`config.mk`:
```
export PLATFORM = sky130hd
export DESIGN_NAME = fm_phaseinc_sched
export DESIGN_NICKNAME = d
export VERILOG_FILES = /design/src/rtl/fm_sched_pkg.sv /design/src/rtl/fm_seq_mult.sv /design/src/rtl/fm_phaseinc_sched.sv
export SDC_FILE = /design/constraint.sdc
export NUM_CORES = 1
export LEC_CHECK = 0
export BUFFER_PORTS_ARGS = -buffer_cell sky130_fd_sc_hd__buf_2
export CORE_UTILIZATION = 40
export CTS_BUF_LIST = sky130_fd_sc_hd__clkbuf_4
export DETAILED_ROUTE_END_ITERATION = 8
export GPL_TIMING_DRIVEN = 0
export MAX_ROUTING_LAYER = met4
export PLACE_DENSITY = 0.72
export SLEW_MARGIN = 30
export SYNTH_ARGS = -nofsm -noshare
export SYNTH_HDL_FRONTEND = slang
export SYNTH_HIERARCHICAL = 1
export SYNTH_SLANG_ARGS = --single-unit
```
`constraint.sdc`:
```
create_clock -name clock -period 4.6 [get_ports clock]
set_clock_uncertainty 0.15 [all_clocks]
set_input_delay 0.46 -clock clock [delete_from_list [all_inputs] [get_ports clock]]
set_output_delay 0.46 -clock clock [all_outputs]
set_load 0.03 [all_outputs]
```
`src/rtl/fm_sched_pkg.sv`:
```
// Shared state encoding and width constants for the FM phase-increment scheduler.
package fm_sched_pkg;

    localparam int SAMPLE_W  = 16;
    localparam int GAIN_W    = 16;
    localparam int PHASE_W   = 32;
    localparam int DIV_W     = 16;
    localparam int MUL_STEPS = 16;

    typedef enum logic [1:0] {
        IDLE = 2'd0,
        WAIT = 2'd1,
        MUL  = 2'd2,
        HOLD = 2'd3
    } sched_state_t;

endpackage

```
`src/rtl/fm_seq_mult.sv`:
```
// Unsigned shift-add multiplier: start loads the operands, then one partial product per cycle.
// done is high during the cycle whose edge performs the final add.
module fm_seq_mult
    import fm_sched_pkg::*;
#(
    parameter int A_W = SAMPLE_W + 1,
    parameter int B_W = MUL_STEPS
) (
    input  logic                 clock,
    input  logic                 reset,
    input  logic                 clear,
    input  logic                 start,
    input  logic [A_W-1:0]       multiplicand,
    input  logic [B_W-1:0]       multiplier,
    output logic                 done,
    output logic [A_W+B_W-1:0]   product
);

    localparam int P_W   = A_W + B_W;
    localparam int CNT_W = (B_W > 1) ? $clog2(B_W) : 1;
    localparam logic [CNT_W-1:0] LAST_STEP = CNT_W'(B_W - 1);

    logic             running;
    logic [CNT_W-1:0] step;
    logic [P_W-1:0]   addend;
    logic [B_W-1:0]   bits;

    always_ff @(posedge clock) begin
        if (reset) begin
            running <= 1'b0;
            step    <= '0;
            addend  <= '0;
            bits    <= '0;
            product <= '0;
        end else if (clear) begin
            running <= 1'b0;
            step    <= '0;
        end else if (start) begin
            running <= 1'b1;
            step    <= '0;
            addend  <= P_W'(multiplicand);
            bits    <= multiplier;
            product <= '0;
        end else if (running) begin
            // LSB-first: the multiplicand doubles each step as the multiplier shifts right
            if (bits[0]) begin
                product <= product + addend;
            end
            addend <= addend << 1;
            bits   <= bits >> 1;
            step   <= step + CNT_W'(1);
            if (step == LAST_STEP) begin
                running <= 1'b0;
            end
        end
    end

    assign done = running && (step == LAST_STEP);

endmodule

```
`src/rtl/fm_phaseinc_sched.sv`:
```
// FM phase-increment scheduler: strobe divider, sample FSM and strobe-aligned increment commit.
// Define FM_PHASEINC_SAT_EN to clamp out-of-range sums instead of wrapping them modulo 2^32.
module fm_phaseinc_sched
    import fm_sched_pkg::*;
#(
    parameter int NBITS_SAMPLE = SAMPLE_W,
    parameter int NBITS_GAIN   = GAIN_W,
    parameter int NBITS_PHASE  = PHASE_W,
    parameter int NBITS_DIV    = DIV_W
) (
    input  logic                    clock,
    input  logic                    reset,
    input  logic                    run,
    input  logic [NBITS_PHASE-1:0]  carrier_inc,
    input  logic [NBITS_GAIN-1:0]   kdev,
    input  logic [NBITS_DIV-1:0]    clkdiv,
    input  logic [NBITS_SAMPLE-1:0] sample_in,
    input  logic                    sample_valid,
    output logic                    sample_ready,
    output logic                    enableclk,
    output logic [NBITS_PHASE-1:0]  phaseinc,
    output logic                    busy,
    output logic                    ovf
);

    localparam int MAG_W  = NBITS_SAMPLE + 1;
    localparam int PROD_W = MAG_W + NBITS_GAIN;
    localparam int SUM_W  = NBITS_PHASE + 2;

    sched_state_t           state;
    sched_state_t           state_next;
    logic [NBITS_DIV-1:0]   divcnt;
    logic [MAG_W-1:0]       sample_ext;
    logic [MAG_W-1:0]       sample_mag;
    logic                   sample_neg;
    logic                   mult_start;
    logic                   mult_done;
    logic [PROD_W-1:0]      mult_mag;
    logic [PROD_W-1:0]      product;
    logic [SUM_W-1:0]       product_ext;
    logic [SUM_W-1:0]       sum;
    logic                   commit;
    logic                   commit_ovf;
    logic [NBITS_PHASE-1:0] commit_val;

    always_ff @(posedge clock) begin
        if (reset) begin
            divcnt    <= '0;
            enableclk <= 1'b0;
        end else if (!run) begin
            divcnt    <= '0;
            enableclk <= 1'b0;
        end else if (divcnt == '0) begin
            divcnt    <= clkdiv;
            enableclk <= 1'b1;
        end else begin
            divcnt    <= divcnt - NBITS_DIV'(1);
            enableclk <= 1'b0;
        end
    end

    // One extra magnitude bit so that the most negative sample still has a representable magnitude
    assign sample_ext = {sample_in[NBITS_SAMPLE-1], sample_in};
    assign sample_mag = sample_ext[MAG_W-1] ? (~sample_ext + MAG_W'(1)) : sample_ext;

    fm_seq_mult #(
        .A_W (MAG_W),
        .B_W (NBITS_GAIN)
    ) u_mult (
        .clock        (clock),
        .reset        (reset),
        .clear        (!run),
        .start        (mult_start),
        .multiplicand (sample_mag),
        .multiplier   (kdev),
        .done         (mult_done),
        .product      (mult_mag)
    );

    assign product     = sample_neg ? (~mult_mag + PROD_W'(1)) : mult_mag;
    assign product_ext = SUM_W'($signed(product));
    assign sum         = SUM_W'(carrier_inc) + product_ext;
    assign commit_ovf  = sum[SUM_W-1] | sum[SUM_W-2];

    always_comb begin
`ifdef FM_PHASEINC_SAT_EN
        if (sum[SUM_W-1]) begin
            commit_val = '0;
        end else if (sum[SUM_W-2]) begin
            commit_val = '1;
        end else begin
            commit_val = sum[NBITS_PHASE-1:0];
        end
`else
        commit_val = sum[NBITS_PHASE-1:0];
`endif
    end

    always_comb begin
        state_next = state;
        mult_start = 1'b0;
        commit     = 1'b0;
        case (state)
            IDLE: begin
                if (run) begin
                    state_next = WAIT;
                end
            end
            WAIT: begin
                if (sample_valid) begin
                    state_next = MUL;
                    mult_start = 1'b1;
                end
            end
            MUL: begin
                if (mult_done) begin
                    state_next = HOLD;
                end
            end
            HOLD: begin
                // Commit on the strobe edge itself: the DDS consumes the old increment on this strobe
                if (enableclk) begin
                    state_next = WAIT;
                    commit     = 1'b1;
                end
            end
            default: state_next = IDLE;
        endcase
        if (!run) begin
            state_next = IDLE;
            mult_start = 1'b0;
            commit     = 1'b0;
        end
    end

    always_ff @(posedge clock) begin
        if (reset) begin
            state      <= IDLE;
            sample_neg <= 1'b0;
            phaseinc   <= '0;
            ovf        <= 1'b0;
        end else begin
            state <= state_next;
            if (mult_start) begin
                sample_neg <= sample_in[NBITS_SAMPLE-1];
            end
            if (state == IDLE || !run) begin
                phaseinc <= carrier_inc;
            end else if (commit) begin
                phaseinc <= commit_val;
                ovf      <= commit_ovf;
            end
        end
    end

    assign sample_ready = (state == WAIT);
    assign busy         = (state == MUL) || (state == HOLD);

endmodule

```
After elaboration in Yosys (flattened, before gate mapping)
Cells that the tools add are included.
- bits in registers: 140
- bits of input ports: 84
- output and inout bits: 36
- add/subtract/negate cells: 6
- equality and inequality tests: 7
- muxes and demuxes: 26
- bitwise operators: 5
- reductions and logical operators: 15
- operator list (operator ; count):
    $mux 33 ; 6
    $mux 32 ; 2
    $mux 16 ; 3
    $add 33x33->34 ; 1
    $add 33x1->33 const B ; 1
    $add 33x33->33 ; 1
    $not 33->33 ; 1
    $add 17x1->17 const B ; 1
    $mux 17 ; 1
    $not 17->17 ; 1
    $logic_not 16->1 ; 1
    $sub 16x1->16 const B ; 1
    $mux 1 ; 10
    $pmux 2 s4 ; 1
    $mux 2 ; 3
    $ne 2x2->1 const B ; 3
    $reduce_and 3->1 ; 2
    $reduce_bool 2->1 ; 3
    $add 4x1->4 const B ; 1
    $eq 2x2->1 const B ; 2
    $eq 4x4->1 const B ; 1
    $reduce_and 2->1 ; 2
    $reduce_or 3->1 ; 1
    $eq 2x1->1 const B ; 1
    other kinds (7) ; 9

Depth between registers and ports, before layout
- depth after elaboration: 6
- mapped depth: 20
- depth with buffers taken out: 19

By module
The synthesis kept the hierarchy.
- by module, submodules not included (module ; times used ; cells each ; area an instance (sq um) ; seq. area each (sq um)):
    fm_seq_mult ; 1 ; 589 ; 5109.9 ; 1741.7
    fm_phaseinc_sched ; 1 ; 672 ; 5027.3 ; 1061.0

Worst setup path before layout
No wires, ideal clock.
- path type: register to register
- start: register u_mult.product[10]
- end: register phaseinc[29]
- setup time: 86 ps
- arrival time: 4049 ps
- path slack: 316 ps
- cell stages (with the launch flop): 19
- buffers on the path: 1
- clock period less this slack: 4284 ps
- cell sequence: dfxtp_1 -> or4_4 -> or3_4 -> or3_4 -> or3_4 -> nor4_4 -> nand2_1 -> o21ai_1 -> xnor2_1 -> ha_1 -> clkbuf_1 -> a21oi_1 -> nand2_1 -> nand2_1 -> o21ai_0 -> a211oi_1 -> o21ai_0 -> xnor2_1 -> a211oi_1
- longest elaborated chain between the ends: 6
- ends and longest elaborated chain (element ; RTL line ; RTL):
    start: declaration ; fm_seq_mult.sv:16 ; output logic [A_W+B_W-1:0] product
    start signal: assignment ; fm_seq_mult.sv:47 ; product <= product + addend;
    $not 33->33 ; fm_phaseinc_sched.sv:80 ; assign product = sample_neg ? (~mult_mag + PROD_W'(1)) : mult_mag;
    $add 33x1->33 ; fm_phaseinc_sched.sv:80 ;
    $mux 33 (*) ; fm_phaseinc_sched.sv:80 ;
    $add 33x33->34 (*) ; fm_phaseinc_sched.sv:82 ; assign sum = SUM_W'(carrier_inc) + product_ext;
    $mux 32 (*) ; fm_phaseinc_sched.sv:149 ; end else if (commit) begin
    $mux 32 (*) ; fm_phaseinc_sched.sv:147 ; if (state == IDLE || !run) begin
    end signal: assignment ; fm_phaseinc_sched.sv:148 ; phaseinc <= carrier_inc;
    end signal: assignment ; fm_phaseinc_sched.sv:150 ; phaseinc <= commit_val;
    end: declaration ; fm_phaseinc_sched.sv:21 ; output logic [NBITS_PHASE-1:0] phaseinc,
Every way passes the cells marked *; elsewhere a longest branch is shown, timed or not. The select of a mux whose other input is x is not followed.
A chain may end at the register's enable or synchronous reset.

Worst setup path in the final report
- start: register u_mult.product[11]
- end: register phaseinc[30]
The elaborated chain is that of the path after synthesis.

==> flow_metrics.tcl <==
set metrics [dict create \
    grt_setup_unrepaired "yes" \
    cts_buffers 17 \
    ys_ff_latch 140 \
    clkLatencyLatePin_ns 0.54 \
    avgViaCountPerCell 5.52 \
    yosysSeqAreaShare_pct 27.6 \
    dp.final_hpwl_mm 21.0 \
    cts_max_level 4 \
    drv_slew 0 \
    slew-limit-headroom_pct 46.8 \
    die_area_um2 26000 \
    place_area_um2 11100 \
    worst_pin_slew_ns 0.796 \
    tns_ns 0 \
    cts.sinks 140 \
    cts_root_buf "clkbuf_4" \
    r2r_setup_slack_ns 0.14 \
    grt_use_total_pct 21.1 \
    grt_pass1_vias 8921 \
    peakVddDrop_uv 229 \
    initial_core_util_pct 41.2 \
    power_frac_seq_pct 44.1 \
    die-width_um 161 \
    finalSetupViolCount 0 \
    crit_path_end_kind "flip-flop" \
    start_kind "flip-flop" \
    worstHoldStart "clkdiv[9]" \
    rr_worst_depth 18 \
    antenna_found_initial 1 \
    port_buffers 118 \
    power_leakage_uw 0.00489 \
    fin_crit_ns 4.46 \
    holdPathStages 3 \
    drt_first_pass_iters 8 \
    postLayoutCellArea_um2 11800 \
    wl_mm 27.1 \
    syn_nets 1421 \
    grt_pass1_wl_mm 43.5 \
    grt-ovfl-total 0 \
    row_count 57 \
    layout.cells.non_filler 1754 \
    drt-initial-drc-count 774 \
    criticalPathCategory "flip-flop to flip-flop" \
    netlist_area_um2 10100 \
    power_frac_comb_pct 27.5 \
    ys_types 81 \
    intPower_uw 2060 \
    dp_cells 1703 \
    r2r-start "u_mult/product[11]$_SDFFE_PP0P_" \
    hold_end "divcnt[9]$_SDFF_PP0_" \
    worstPathArrival_ns 4.78 \
    grt_busiest_layer "met2" \
    cts_tree "done" \
    drive_above_1_share_pct 16.2 \
    status "finished, final reports clean" \
    wl_per_cell_um 15.5 \
    avgSynthCellArea_um2 8.04 \
    synth_edf_count 0 \
    nets 1577 \
    num_io_pins 120 \
    clkTransAtPathRegs_ns 0.14 \
    period_share_pct 96.9 \
    cts_buffer_depth 2 \
    core_area_um2 24600 \
    vias 9688 \
    hold_viol_final 0 \
    drv_cap 0 \
    fmax_mhz 224 \
    clkPwrFrac_pct 28.4 \
    cp_data_required_time_ns 4.92 \
    timing.rr.end "phaseinc[30]$_SDFFE_PP0P_" \
    switchingPower_uw 1050 \
    grt_max_degree 17 \
    ant_nets 0 \
    use_met2_pct 32.7 \
    syn_inst 1261 \
    ys_async_sr_fraction_pct 0 \
    cp_max_fo 5 \
    drc 0 \
    gp_congestion 0.929 \
    ys_warn_count 6 \
    hold_class "primary input to flip-flop" \
    synth_ff_type "dfxtp_1" \
    use_met3_pct 3.39 \
    die_h_um 161 \
    met1_usage_pct 27.9 \
    switching_share_pct 33.8 \
    syn_to_final_growth_pct 16.0 \
    powerDensity_nw_per_um2 264 \
]
## state kept, by name, summed over array words and instances, names as in the netlist, 2 cells and up
signal          count
divcnt             16
state               2
u_mult/product     33
u_mult/bits        16
u_mult/addend      33
u_mult/step         4
phaseinc           32
## layer usage
layer,wire (um),share of wire [%],vias to the layer above
met4,551,2.0,0
li1,-,-,4909
met1,13100,48,4457
met5,0,0,-
met2,12000,44,286
met3,1450,5.3,36
## worst max-delay path: stages, from the launching register on
cell and delay (ns):
dfxtp_4 0.38, or4_4 0.52, or3_4 0.34, or3_4 0.35, or3_4 0.36, nor4_4 0.28, nand2_2 0.14, o41ai_2 0.25
xnor2_1 0.14, ha_1 0.38, nand2_1 0.08, nor2_2 0.11, nand3_1 0.09, a21oi_2 0.14, nand4_1 0.10, o211ai_1 0.12
xor2_1 0.21, nand2_1 0.08, a211oi_1 0.19
## kinds of logic (layout without fill, tap and decap cells)
| kind of cell | Yosys count | count (layout) | share of synthesized area, % |
|---|---|---|---|
| and+or+nand+nor | 396 | 396 | 18.7 |
| adders and majority gates | 76 | 76 | 9.53 |
| DFF | 140 | 140 | 27.6 |
| AOI/OAI and AO/OA | 393 | 393 | 26.5 |
| buffers and inverters | 107 | 275 | 4.18 |
| muxes | 37 | 37 | 3.67 |
| other | 1 | 2 | 0.0370 |
| xor gates and xnor gates | 111 | 111 | 9.66 |
## how the worst max path moves through the flow
stage,cells past startpoint,startpoint,to
6_report,18,u_mult/product[11]$_SDFFE_PP0P_,phaseinc[30]$_SDFFE_PP0P_
3_5_place_dp,14,u_mult/product[4]$_SDFFE_PP0P_,phaseinc[26]$_SDFFE_PP0P_
5_1_grt,18,u_mult/product[10]$_SDFFE_PP0P_,phaseinc[30]$_SDFFE_PP0P_
2_1_floorplan,18,u_mult/product[10]$_SDFFE_PP0P_,phaseinc[29]$_SDFFE_PP0P_
4_1_cts,18,u_mult/product[10]$_SDFFE_PP0P_,phaseinc[30]$_SDFFE_PP0P_
3_3_place_gp,14,u_mult/product[4]$_SDFFE_PP0P_,phaseinc[28]$_SDFFE_PP0P_
## cell usage in the layout (no fill, tap or decap), types with 20 or more instances in the layout
cell / netlist / layout
a211oi_1: 62 / 61
a21o_1: 27 / 27
a21oi_1: 104 / 97
buf_2: 0 / 118
buf_4: 1 / 20
clkbuf_1: 66 / 61
dfxtp_1: 140 / 137
ha_1: 74 / 70
inv_1: 32 / 32
mux2i_1: 36 / 36
nand2_1: 108 / 108
nand3_1: 25 / 25
nor2_1: 141 / 140
o21ai_0: 54 / 51
xnor2_1: 77 / 75
xor2_1: 33 / 33
## synth_stat cells, types with 4 or more instances
cell type | instances | area share [%]
clkbuf_1 | 66 | 2.4
and3_1 | 7 | 0.43
a21o_2 | 4 | 0.35
nor2_1 | 141 | 5.2
nor3b_1 | 4 | 0.30
a22o_1 | 13 | 1.1
or2_2 | 6 | 0.37
a21boi_0 | 4 | 0.30
nand4_1 | 9 | 0.56
dfxtp_1 | 140 | 28
o21bai_1 | 9 | 0.67
nand3_1 | 25 | 1.2
xnor2_1 | 77 | 6.7
a211oi_1 | 62 | 4.6
nor2b_1 | 10 | 0.62
nor3_1 | 18 | 0.89
a31oi_1 | 5 | 0.31
nor4_1 | 8 | 0.49
ha_1 | 74 | 9.1
o22ai_1 | 5 | 0.31
o21a_1 | 6 | 0.44
a311oi_1 | 14 | 1.2
buf_1 | 5 | 0.19
a21oi_1 | 104 | 5.1
o21ai_1 | 6 | 0.30
and2_1 | 5 | 0.31
inv_1 | 32 | 1.2
o21ai_0 | 54 | 2.7
mux2i_1 | 36 | 3.6
o211ai_1 | 15 | 1.1
a22oi_1 | 14 | 1.0
nand2b_1 | 13 | 0.80
xor2_1 | 33 | 2.9
or3_1 | 6 | 0.37
a21o_1 | 27 | 2.0
nand3b_1 | 17 | 1.3
o31ai_1 | 14 | 1.0
or3_4 | 4 | 0.44
nand2_1 | 108 | 4.0
## power by group through the flow
stage | clock, uW | combinational, uW | sequential (uW)
floorplan | 0 | 584 | 1430
global placement | 0 | 819 | 1390
detailed placement | 0 | 829 | 1400
CTS | 900 | 835 | 1370
global route | 959 | 942 | 1380
finish | 883 | 853 | 1370
## metrics by stage
step           total power, uW  setup slack, ns  hold slack [ns]  util (%)
2_1_floorplan             2010            0.316            0.287         -
3_3_place_gp              2210           -0.217            0.309      45.2
3_5_place_dp              2230           -0.318            0.313      45.2
4_1_cts                   3100          0.00556         0.000128      46.7
5_1_grt                   3280           -0.116          0.00424      47.8
6_report                  3100            0.142           0.0487      47.8
## final cells by class
class,count,area [um2]
Buffer,70,285
Inverter,32,120
Timing Repair Buffer,142,783
Tap cell,324,405
Clock buffer,17,128
Fill cell,2447,12800
Clock inverter,14,178
Sequential cell,140,2810
Multi-Input combinational cell,1014,7040
Antenna cell,1,2.50
## repair_timing
action / CTS / global route
pin swaps: 7 / 16
hold endpoints to repair: 0 / 5
hold buffers: 0 / 5
buffers inserted: 7 / 12
endpoints found under the setup margin: 8 / 11
resized for setup: 6 / 30
Power figures use the tool's default switching activity.
